**config.mk**
```make
export PLATFORM = sky130hd
export DESIGN_NAME = exc_commit_ctrl
export DESIGN_NICKNAME = d
export VERILOG_FILES = /design/src/rtl/exc_commit_ctrl.sv
export SDC_FILE = /design/constraint.sdc
export NUM_CORES = 1
export LEC_CHECK = 0
export BUFFER_PORTS_ARGS = -buffer_cell sky130_fd_sc_hd__buf_2
export CAP_MARGIN = 20
export CORE_MARGIN = 2
export CORE_UTILIZATION = 35
export DETAILED_ROUTE_END_ITERATION = 8
export PLACE_DENSITY = 0.71
export SYNTH_ARGS = -nofsm -noshare
export SYNTH_HDL_FRONTEND = slang
export SYNTH_SLANG_ARGS = --single-unit
export TNS_END_PERCENT = 10
```
**constraint.sdc**
```tcl
create_clock -name clk -period 4.8 [get_ports clk]
set_input_delay 0.96 -clock clk [delete_from_list [all_inputs] [get_ports clk]]
set_output_delay 0.96 -clock clk [all_outputs]
set_load 0.02 [all_outputs]
```
**src/rtl/exc_commit_ctrl.sv**
```systemverilog
// Exception commit controller: prioritises commit-stage exceptions, interrupts
// and ERET, pulses CP0, flushes the pipeline, then hands a redirect PC to fetch.
module exc_commit_ctrl #(
  parameter logic [31:0] EXC_VECTOR   = 32'hBFC00380,
  parameter int          FLUSH_CYCLES = 2
) (
  input  logic        clk,
  input  logic        rst,
  input  logic        m_valid,
  output logic        m_ready,
  input  logic [31:0] m_pc,
  input  logic        m_bd,
  input  logic        m_adel_if,
  input  logic        m_ri,
  input  logic        m_sys,
  input  logic        m_bp,
  input  logic        m_ov,
  input  logic        m_adel_d,
  input  logic        m_ades,
  input  logic        m_eret,
  input  logic [31:0] m_daddr,
  input  logic        interupt,
  input  logic        status_exl,
  input  logic [31:0] epc_in,
  output logic        execption,
  output logic        ret,          // ERET pulse to CP0
  output logic [4:0]  exc_code,
  output logic [31:0] exc_epc,
  output logic        exc_bd,
  output logic [31:0] exc_badvaddr,
  output logic        flush,
  output logic        redir_valid,
  input  logic        redir_ready,
  output logic [31:0] redir_pc
);

  // state    | meaning
  // IDLE     | accepting commit-stage instructions
  // FLUSH    | flush held high for FLUSH_CYCLES cycles
  // REDIRECT | offering redirect PC to fetch
  typedef enum logic [1:0] {IDLE, FLUSH, REDIRECT} state_t;

  state_t      state, state_nxt;
  logic [3:0]  flush_cnt;
  logic        int_pend;
  logic        accept;
  logic        exc_sel;
  logic [4:0]  sel_code;
  logic [31:0] sel_badv;
  logic        take_exc;
  logic        take_ret;

  assign m_ready     = (state == IDLE) & ~rst;
  assign accept      = m_valid & m_ready;
  assign flush       = (state == FLUSH);
  assign redir_valid = (state == REDIRECT);
  assign take_exc    = accept & exc_sel;
  assign take_ret    = accept & ~exc_sel & m_eret;

  always_comb begin
    exc_sel  = 1'b1;
    sel_code = 5'd0;
    sel_badv = 32'd0;
    if (int_pend) begin
      sel_code = 5'd0;
    end else if (m_adel_if) begin
      sel_code = 5'd4;
      sel_badv = m_pc;
    end else if (m_ri) begin
      sel_code = 5'd10;
    end else if (m_sys) begin
      sel_code = 5'd8;
    end else if (m_bp) begin
      sel_code = 5'd9;
    end else if (m_ov) begin
      sel_code = 5'd12;
    end else if (m_adel_d) begin
      sel_code = 5'd4;
      sel_badv = m_daddr;
    end else if (m_ades) begin
      sel_code = 5'd5;
      sel_badv = m_daddr;
    end else begin
      exc_sel = 1'b0;
    end
  end

  always_comb begin
    state_nxt = state;
    case (state)
      IDLE:     if (take_exc || take_ret) state_nxt = FLUSH;
      FLUSH:    if (flush_cnt == 4'd0) state_nxt = REDIRECT;
      REDIRECT: if (redir_ready) state_nxt = IDLE;
      default:  state_nxt = IDLE;
    endcase
  end

  always_ff @(posedge clk) begin
    if (rst) state <= IDLE;
    else     state <= state_nxt;
  end

  always_ff @(posedge clk) begin
    if (rst) begin
      int_pend     <= 1'b0;
      flush_cnt    <= 4'd0;
      execption    <= 1'b0;
      ret          <= 1'b0;
      exc_code     <= 5'd0;
      exc_epc      <= 32'd0;
      exc_bd       <= 1'b0;
      exc_badvaddr <= 32'd0;
      redir_pc     <= 32'd0;
    end else begin
      // Taking the interrupt consumes it; otherwise track the gated level.
      if (take_exc && int_pend) int_pend <= 1'b0;
      else                      int_pend <= interupt & ~status_exl;

      execption <= take_exc;
      ret       <= take_ret;

      if (take_exc || take_ret)
        flush_cnt <= 4'(FLUSH_CYCLES - 1);
      else if (state == FLUSH && flush_cnt != 4'd0)
        flush_cnt <= flush_cnt - 4'd1;

      if (take_exc) begin
        exc_code     <= sel_code;
        exc_epc      <= m_bd ? m_pc - 32'd4 : m_pc;
        exc_bd       <= m_bd;
        exc_badvaddr <= sel_badv;
        redir_pc     <= EXC_VECTOR;
      end else if (take_ret) begin
        redir_pc     <= epc_in;
      end
    end
  end

endmodule

```
# Word level (Yosys, flattened, before mapping)

Cells that the tools add are included.

Flip-flop bits (word level): 111
Bits in latches: 0
RAM bits: 0
Bits in read-only memories: 0
Input bits: 111
Output and inout port bits: 107
Word-level logic and storage cells: 73
Memories: 0

$add $sub $neg: 2
$mul: 0
Div/mod/pow operators: 0
Order comparisons: 0
Equal/unequal tests: 5
Shift operators: 0
Multiplexer cells: 33
Bitwise gates (word level): 9
Reductions and logical operators: 12

Operators by type and width:

| operator                                                             | number |
|---|---|
| 32-bit 2-to-1 mux                                                    | 11 |
| 32-bit by 3-bit subtractor with 32-bit output, second input constant | 1 |
| 4-bit 2-to-1 mux                                                     | 6 |
| 1-bit 2-to-1 mux                                                     | 10 |
| 1-bit bitwise AND                                                    | 6 |
| 2-bit 2-to-1 mux                                                     | 3 |
| 3-bit 2-to-1 mux                                                     | 2 |
| 2-bit by 1-bit != test with 1-bit output, second input constant      | 3 |
| 2-bit case mux with 3 select lines                                   | 1 |
| 2-bit OR reduction                                                   | 3 |
| 4-bit logical NOT                                                    | 1 |
| 2-bit nonzero test                                                   | 2 |
| 4-bit nonzero test                                                   | 1 |
| 4-bit by 1-bit subtractor with 4-bit output, second input constant   | 1 |
| 1-bit inverter                                                       | 3 |
| 3-bit AND reduction                                                  | 1 |
| 2-bit by 1-bit == test with 1-bit output, second input constant      | 1 |
| 2-bit == test, second input constant                                 | 1 |
| 1-bit logical AND                                                    | 2 |
| 2-bit logical NOT                                                    | 1 |
| 1-bit logical OR                                                     | 1 |

# Longest topological paths before layout

Gate-level depths: netlist of run 1.

Depth in word-level cells: 14
Depth in mapped cells: 9
Gate-level depth less buffers: 6

# Worst setup path after synthesis of run 1

Ideal clock, no wire load.

Kind: input to register
From: input m_adel_if
To: register redir_pc[22]
Library setup time: 137 ps
Data arrival time: 2734 ps
Required time: 4663 ps
Setup slack: 1929 ps
Cell stages on the path: 8
Path buffers: 5
Cell sequence: clkbuf_1 > nor4_1 > a21bo_2 > clkbuf_1 > clkbuf_1 > buf_2 > buf_1 > a31oi_1

Word-level cells in the longest chain between the ends: 6
Elaborated cells on any way between the ends: 8
Those cells by class: mux: 3; bitwise: 4; reduce/logical: 1

Ends and longest elaborated chain:

| item                           | RTL line | source |
|---|---|---|
| start, declared                | 13       | `input logic m_adel_if,` |
| 1-bit 2-to-1 mux (*)           | 66       | `end else if (m_adel_if) begin` |
| 1-bit 2-to-1 mux (*)           | 64       | `if (int_pend) begin` |
| 1-bit inverter                 | 58       | `assign take_ret = accept & ~exc_sel & m_eret;` |
| 1-bit bitwise AND (2 in a row) | 58       |  |
| 2-bit nonzero test (no line)   | -        |  |
| end signal, assigned           | 134      | `redir_pc <= epc_in;` |
| end, declared                  | 34       | `output logic [31:0] redir_pc` |

Mark *: on every way between the ends. The rest lies on a longest branch, timed or not.
A chain may end at the register's enable or synchronous reset.

# Worst setup path after layout of run 1

From: input m_adel_d
To: register exc_badvaddr[5]

Word-level cells in the longest chain between the ends: 8
Elaborated cells on any way between the ends: 15
Those cells by class: mux: 14; bitwise: 1

Ends and longest elaborated chain:

| item                 | RTL line | source |
|---|---|---|
| start, declared      | 18       | `input logic m_adel_d,` |
| 1-bit 2-to-1 mux     | 77       | `end else if (m_adel_d) begin` |
| 1-bit 2-to-1 mux     | 75       | `end else if (m_ov) begin` |
| 1-bit 2-to-1 mux     | 73       | `end else if (m_bp) begin` |
| 1-bit 2-to-1 mux     | 71       | `end else if (m_sys) begin` |
| 1-bit 2-to-1 mux     | 69       | `end else if (m_ri) begin` |
| 1-bit 2-to-1 mux     | 66       |  |
| 1-bit 2-to-1 mux     | 64       |  |
| 1-bit bitwise AND    | 57       | `assign take_exc = accept & exc_sel;` |
| end signal, assigned | 131      | `exc_badvaddr <= sel_badv;` |
| end, declared        | 30       | `output logic [31:0] exc_badvaddr,` |

Parallel ways exist; a longest one is shown, timed or not.

==> results.json, run 1 <==
{
  "relSlewSlack_pct": 42.4,
  "fin_skew_ns": 0.00781,
  "synth_edf_count": 0,
  "globalRouteMet3Util_pct": 4.46,
  "ioPinCount": 218,
  "worst_ep_arrival_time_ns": 3.78,
  "grtUsageMet1_pct": 24.6,
  "cts_resized": 0,
  "syn-instance-count": 522,
  "initial_utilization_pct": 36.1,
  "ys.flop_type": "dfxtp_1",
  "ys_ff_latch": 110,
  "die_h_um": 121,
  "drv_slew": 0,
  "gp_congestion": 0.796,
  "fillerInstances": 1303,
  "hpwlAfterDp_mm": 10.1,
  "finalPower_mw": 2.10,
  "final_core_util_pct": 47.4,
  "rr_worst_depth": 6,
  "final_cell_mix": "216 x buf_2, 110 x dfxtp_1, 43 x nor2_1",
  "dieArea_um2": 14700,
  "p_leak_nw": 2.88,
  "cts_setup_buffers": 0,
  "antenna_found_initial": 1,
  "final_common_cell": "buf_2",
  "synth_cell_types": 49,
  "ir_worst_vdd_mv": 0.196,
  "clock_path_buffers": 2,
  "fin_area_um2": 6310,
  "grt_pass1_wl_mm": 21.7,
  "fin_setup_tns_ns": 0,
  "syn_area_per_cell_um2": 9.19,
  "setup_viol": 0,
  "crit_fanout": 22,
  "post-route-min-period_ns": 3.49,
  "clock_latency_ns": 0.36,
  "worstMarginPinSlew_ns": 0.863,
  "period_share_pct": 72.7,
  "numPortBuffers": 216,
  "core_area_um2": 13300,
  "met2_usage_pct": 29.6,
  "hold_viol_final": 0,
  "drt_pass1_iterations": 5,
  "ant_nets": 0,
  "num_vias": 4720,
  "instances_no_fill": 894,
  "placed_cells": 877,
  "whs_path_depth": 2,
  "vias_per_cell": 5.28,
  "htreeDepth": 3,
  "rsz0062_at_grt": "no",
  "drive_gt1_share_pct": 35.3,
  "power_density_nw_per_um2": 332,
  "post_drt_wl_per_cell_um": 15.6,
  "synth_area_um2": 4800,
  "drt-total-wl_mm": 14.0,
  "critical_path_class": "primary input to flop",
  "cts_buffers": 9,
  "multi_input_area_um2": 2400,
  "required_ns": 5.09,
  "holdWs_ns": 0.456,
  "path_clk_slew_ns": 0.07,
  "area_growth_pct": 31.5,
  "nNetsFinal": 825,
  "yosysWarnings": 0,
  "critPathLaunchType": "primary input",
  "placed_area_um2": 6000,
  "cp-end-kind": "flop",
  "grt_pass1_vias": 4230,
  "num_rows": 42,
  "fp.dieW_um": 121,
  "cts_root_buf": "clkbuf_16",
  "fin_ws_ns": 1.31,
  "drt_iter0_drc": 234,
  "hp-class": "flop to flop",
  "synth-seq-area-share_pct": 45.9,
  "synthesis.nets": 635,
  "grt_busiest_layer": "met2",
  "grt_max_degree": 58,
  "grt_usage_pct": 18.9,
  "clock.fmax_mhz": 286,
  "cts_tree": "built",
  "dp_slack_ns": 0.912,
  "hold_buffers": 0,
  "overflow": 0,
  "drcViolationCount": 0,
  "cap_violations": 0,
  "async_reset_ff_share_pct": 0,
  "cts_sinks": 110,
  "status": "finished clean",
  "seqCellArea_um2": 2200
}
[state kept, by name, indices dropped and copies added (netlist names)]
| name | cells |
|---|---|
| int_pend | 1 |
| redir_pc | 32 |
| execption | 1 |
| exc_badvaddr | 32 |
| exc_bd | 1 |
| state | 2 |
| exc_epc | 32 |
| exc_code | 4 |
| flush_cnt | 4 |
| ret | 1 |
[layout make-up]
class                      count  area share (%)
sequential                   110            34.9
clock inverter                 7            1.27
timing repair buffer         225            18.2
multi-input combinational    357            38.0
clock buffer                   9            3.57
tap                          176            3.49
inverter                       9           0.536
antenna                        1          0.0397
[synthesized netlist by cell type (2+ instances only)]
library cell	instances	share of area [%]
a211o_1	6	1.1
a211oi_1	7	1.1
a21oi_1	8	0.83
a22oi_1	33	5.2
a31oi_1	13	1.7
buf_1	3	0.23
buf_2	5	0.52
clkbuf_1	36	2.8
dfxtp_1	110	46
ha_1	2	0.52
inv_1	8	0.63
mux2i_1	20	4.2
nand2_1	39	3.1
nand2b_1	3	0.39
nand3_1	11	1.1
nand3b_1	17	2.7
nor2_1	44	3.4
nor2b_1	3	0.39
nor3_1	20	2.1
nor3b_1	9	1.4
nor4_1	8	1.0
o211ai_1	10	1.6
o21ai_0	10	1.0
o2bb2ai_1	32	5.8
o311a_1	7	1.5
or2_2	5	0.65
or3_1	6	0.78
or4_1	13	2.0
xnor2_1	11	2.0
xor2_1	4	0.73
[worst paths after layout]
kind	start	to	slack (ns)
worst max register to register	int_pend	exc_badvaddr[5]	1.68
worst max-delay path	m_adel_d	exc_badvaddr[5]	1.31
worst min register to register	exc_bd	exc_bd	0.46
worst min-delay path	exc_bd	exc_bd	0.46
[cells by family after synthesis]
kind of cell	Yosys count	share of synthesized area, %
AOI/OAI and AO/OA	133	21.2
adders and majority gates	2	0.522
and+or+nand+nor	186	20.7
muxes	20	4.17
xor gates and xnor gates	15	2.74
buffers and inverters	55	4.67
other	1	0.0782
DFF	110	45.9
[layer usage]
layer	routed length, um	up-vias
met5	0	-
met4	309	0
met3	959	21
met2	6370	174
met1	6340	2202
li1	-	2323
[report_power, final]
group,leakage [nW],internal [mW],switching (mW)
registers,0.897,0.960,0.0247
clock network,0.148,0.413,0.361
logic,1.84,0.128,0.209
total,2.88,1.50,0.595
[worst max-delay path, cell delays in order]
cell and delay, ns:
buf_2 0.12, nor4_1 0.41, a21bo_2 0.46, clkinv_1 0.61
nor2_2 0.67, buf_4 0.38, o2bb2ai_1 0.15
No activity file was read; power rests on OpenSTA's default activity.
==> inputs of run 2 (changes only) <==
Settings changed: PLACE_DENSITY 0.71 to 0.73.
Clock period 4.8 ns to 3 ns, I/O delays scaled along.
==> results.json, run 2 (synthesis results as in run 1) <==
{
  "drt_iter0_drc": 343,
  "clock_path_buffers": 2,
  "final_common_cell": "buf_2",
  "dieArea_um2": 14700,
  "grt_pass1_vias": 4225,
  "clock.fmax_mhz": 428,
  "num_vias": 4649,
  "critPathLaunchType": "primary input",
  "gp_congestion": 0.809,
  "drive_gt1_share_pct": 35.9,
  "drcViolationCount": 0,
  "cap_violations": 0,
  "antenna_found_initial": 0,
  "worstMarginPinSlew_ns": 0.646,
  "grt_usage_pct": 18.2,
  "initial_utilization_pct": 36.1,
  "post-route-min-period_ns": 2.34,
  "diodes": 0,
  "rrSetupSlack_ns": 1.00,
  "worst_ep_arrival_time_ns": 2.57,
  "numPortBuffers": 216,
  "whs_endpoint": "exc_epc[3]",
  "whs_path_depth": 2,
  "status": "finished clean",
  "drt_pass1_iterations": 4,
  "grt_pass1_wl_mm": 21.4,
  "nNetsFinal": 833,
  "vias_per_cell": 5.16,
  "hpwlAfterDp_mm": 9.89,
  "ioPinCount": 218,
  "period_share_pct": 77.9,
  "reg2reg_from": "int_pend",
  "p_leak_nw": 2.94,
  "hold_buffers": 0,
  "rr_worst_depth": 6,
  "largestRegisters": "exc_badvaddr x32, exc_epc x32, redir_pc x32",
  "crit_fanout": 16,
  "holdWs_ns": 0.448,
  "cts_root_buf": "clkbuf_16",
  "cts_tree": "built",
  "fin_setup_tns_ns": 0,
  "area_growth_pct": 33.9,
  "critical_path_class": "primary input to flop",
  "cts_sinks": 110,
  "core_area_um2": 13300,
  "overflow": 0,
  "cts_resized": 0,
  "rsz0062_at_grt": "no",
  "ir_worst_vdd_mv": 0.298,
  "path_clk_slew_ns": 0.08,
  "required_ns": 3.24,
  "setup_viol": 0,
  "grt_max_degree": 63,
  "post_drt_wl_per_cell_um": 15.2,
  "min-delay-start": "exc_epc[3]",
  "cp-end-kind": "flop",
  "final_cell_mix": "216 x buf_2, 110 x dfxtp_1, 43 x nor2_1",
  "num_rows": 42,
  "hp-class": "flop to flop",
  "r2r_end": "exc_epc[27]",
  "drt-total-wl_mm": 13.7,
  "fp.dieW_um": 121,
  "power_density_nw_per_um2": 537,
  "ant_nets": 0,
  "cts_buffers": 9,
  "fin_skew_ns": 0.00854,
  "die_h_um": 121,
  "drv_slew": 0,
  "hold_viol_final": 0,
  "relSlewSlack_pct": 56.5,
  "cts_setup_buffers": 0,
  "htreeDepth": 3,
  "clock_latency_ns": 0.35
}
[run 2: cell count changes in the layout (fill, tap and decap cells not counted)]
cell	change
diode_2	-1
clkinv_4	+1
inv_6	-2
buf_4	+6
clkbuf_1	+1
clkinv_8	+1
clkinv_2	-1
clkinvlp_4	-1
buf_12	+2
bufinv_16	+1
[run 2: area by class of cell]
type                       count  area [um2]
inverter                       9        33.8
timing repair buffer         233        1230
tap                          176         220
clock buffer                  10         229
clock inverter                 6         105
sequential                   110        2200
multi-input combinational    357        2400
fill                        1292        6880
[run 2: worst max path at each step]
stage               startpoint            to  slack, ns  cells after the start
CTS                   m_pc[12]   exc_epc[29]       0.68                      6
global placement      m_pc[12]   exc_epc[27]       0.32                      6
floorplan            m_adel_if  redir_pc[22]       0.49                      8
finish                m_pc[12]   exc_epc[27]       0.66                      6
detailed placement    m_pc[12]   exc_epc[29]       0.31                      6
global route          m_pc[12]   exc_epc[27]       0.63                      6
[run 2: power breakdown]
group	internal, mW	switching, mW
Sequential	1.54	0.0407
Clock	0.749	0.574
Combinational	0.213	0.333
Total	2.50	0.947
[run 2: metal layers]
layer | global-route usage, % | up-vias | routed length [um]
met2 | 28.3 | 152 | 6130
met5 | 0 | - | 0
met1 | 24.9 | 2140 | 6450
li1 | - | 2336 | -
met3 | 3.62 | 21 | 787
met4 | 7.19 | 0 | 344
[run 2: critical path: stages]
cell and delay (ns):
buf_2 0.12, or4_4 0.56, or4_1 0.53, buf_4 0.20, o311a_1 0.30, a211o_1 0.26
[run 2: stage by stage]
| stage | instance area (um2) | setup slack, ns | total power [mW] | cells | util (%) |
|---|---|---|---|---|---|
| floorplan | 4800 | 0.489 | 1.92 | 522 | - |
| global placement | 6090 | 0.320 | 2.16 | 885 | 45.8 |
| detailed placement | 6090 | 0.306 | 2.16 | 885 | 45.8 |
| CTS | 6420 | 0.682 | 3.48 | 901 | 48.3 |
| global route | 6420 | 0.629 | 3.60 | 901 | 48.3 |
| finish | 6420 | 0.663 | 3.45 | 901 | 48.3 |
==> inputs of run 3 (changes only) <==
Settings changed: PLACE_DENSITY 0.73 to 0.71.
Clock period 3 ns to 2.25 ns, I/O delays scaled along.
==> results.json, run 3 (synthesis results as in run 1) <==
{
  "post-route-min-period_ns": 2.12,
  "clock_path_buffers": 2,
  "p_clk_share_pct": 36.8,
  "p_leak_nw": 3.07,
  "cts_root_buf": "clkbuf_16",
  "antenna_found_initial": 0,
  "drt-total-wl_mm": 14.3,
  "dp_slack_ns": -0.229,
  "worstMarginPinSlew_ns": 0.596,
  "combPwrFrac_pct": 17.1,
  "crit_fanout": 16,
  "final_core_util_pct": 49.9,
  "hold_viol_final": 0,
  "multi_input_area_um2": 2400,
  "ir_worst_vdd_mv": 0.357,
  "gp_congestion": 0.819,
  "grt_max_degree": 58,
  "ant_nets": 0,
  "required_ns": 2.50,
  "p_sw_share_pct": 28.4,
  "cts_resized": 0,
  "core_area_um2": 13300,
  "drcViolationCount": 0,
  "hold_buffers": 0,
  "whs_path_depth": 3,
  "path_clk_slew_ns": 0.08,
  "fillerInstances": 1285,
  "relSlewSlack_pct": 60.3,
  "power_density_nw_per_um2": 686,
  "vias_per_cell": 5.14,
  "cts_sinks": 110,
  "final_common_cell": "buf_2",
  "post_drt_wl_per_cell_um": 15.4,
  "numPortBuffers": 216,
  "fin_ws_ns": 0.132,
  "pwr-share-seq_pct": 46.1,
  "worst_ep_arrival_time_ns": 2.37,
  "critical_path_class": "primary input to flop",
  "status": "finished clean",
  "overflow": 0,
  "p_sw_mw": 1.29,
  "cts_buffers": 9,
  "cp-end-kind": "flop",
  "final_cell_mix": "216 x buf_2, 110 x dfxtp_1, 43 x nor2_1",
  "critPathLaunchType": "primary input",
  "htreeDepth": 3,
  "num_rows": 42,
  "grt_pass1_wl_mm": 22.4,
  "diodes": 0,
  "drt_iter0_drc": 262,
  "setup_viol": 0,
  "cts_tree": "built",
  "clock.fmax_mhz": 472,
  "drive_gt1_share_pct": 38.6,
  "clock_latency_ns": 0.36,
  "cap_violations": 0,
  "area_growth_pct": 38.4,
  "period_share_pct": 94.1,
  "drv_slew": 0,
  "drt_pass1_iterations": 5,
  "fin_skew_ns": 0.00591,
  "dieArea_um2": 14700,
  "die_h_um": 121,
  "rr_worst_depth": 6,
  "fp.dieW_um": 121,
  "grt_pass1_vias": 4413,
  "rsz0062_at_grt": "no",
  "p_int_mw": 3.26,
  "finalPower_mw": 4.55,
  "initial_utilization_pct": 36.1,
  "seqCellArea_um2": 2200,
  "hpwlAfterDp_mm": 10.4,
  "largestRegisters": "exc_badvaddr x32, exc_epc x32, redir_pc x32",
  "ioPinCount": 218,
  "hp-class": "primary input to flop",
  "grt_usage_pct": 19.4,
  "cts_setup_buffers": 0,
  "nNetsFinal": 860,
  "num_vias": 4773
}
## run 3: cell types whose count changed in the layout (fill, tap and decap cells not counted), sizes merged
cell,change
clkbuf,-1
buf,+27
inv,+1
bufinv,-1
clkinvlp,+1
## run 3: power groups by stage
stage          clock network (mW)  registers [mW]  logic (mW)
3_5_place_dp                    0            2.14       0.781
6_report                     1.67            2.10       0.780
4_1_cts                      1.73            2.10       0.784
2_1_floorplan                   0            2.26       0.296
5_1_grt                      1.80            2.11       0.852
3_3_place_gp                    0            2.14       0.778
## run 3: worst paths after layout
check                                 from      endpoint  slack, ns
worst max-delay path              m_pc[12]   exc_epc[25]       0.13
worst min-delay path            epc_in[21]  redir_pc[21]       0.31
worst max register to register    int_pend  flush_cnt[2]       0.37
worst min register to register  exc_epc[3]    exc_epc[3]       0.45
## run 3: layout make-up
cell class | count | area share [%]
Sequential cell | 110 | 33.2
Inverter | 9 | 0.509
Multi-Input combinational cell | 357 | 36.2
Timing Repair Buffer | 260 | 22.0
Clock buffer | 9 | 3.39
Tap cell | 176 | 3.32
Clock inverter | 7 | 1.38
## run 3: metrics by stage
stage / TNS [ns] / std cells / instance area, um2 / hold slack, ns
after floorplan: -1.75 / 522 / 4820 / 0.459
after CTS: 0 / 928 / 6640 / 0.303
after global placement: -2.31 / 912 / 6320 / 0.437
final: 0 / 928 / 6640 / 0.314
after global routing: 0 / 928 / 6640 / 0.312
after detailed placement: -2.52 / 912 / 6320 / 0.443
## run 3: critical path: stages
cell,delay [ns]
buf_2,0.10
or4_4,0.54
or4_4,0.67
o311a_1,0.33
a211o_1,0.26
## run 3: metal layers
layer | share of wire [%] | up-vias | track usage (%)
li1 | - | 2389 | -
met1 | 45 | 2190 | 24.8
met2 | 46 | 172 | 31.0
met3 | 7.5 | 22 | 5.17
met4 | 2.3 | 0 | 7.70
met5 | 0 | - | 0
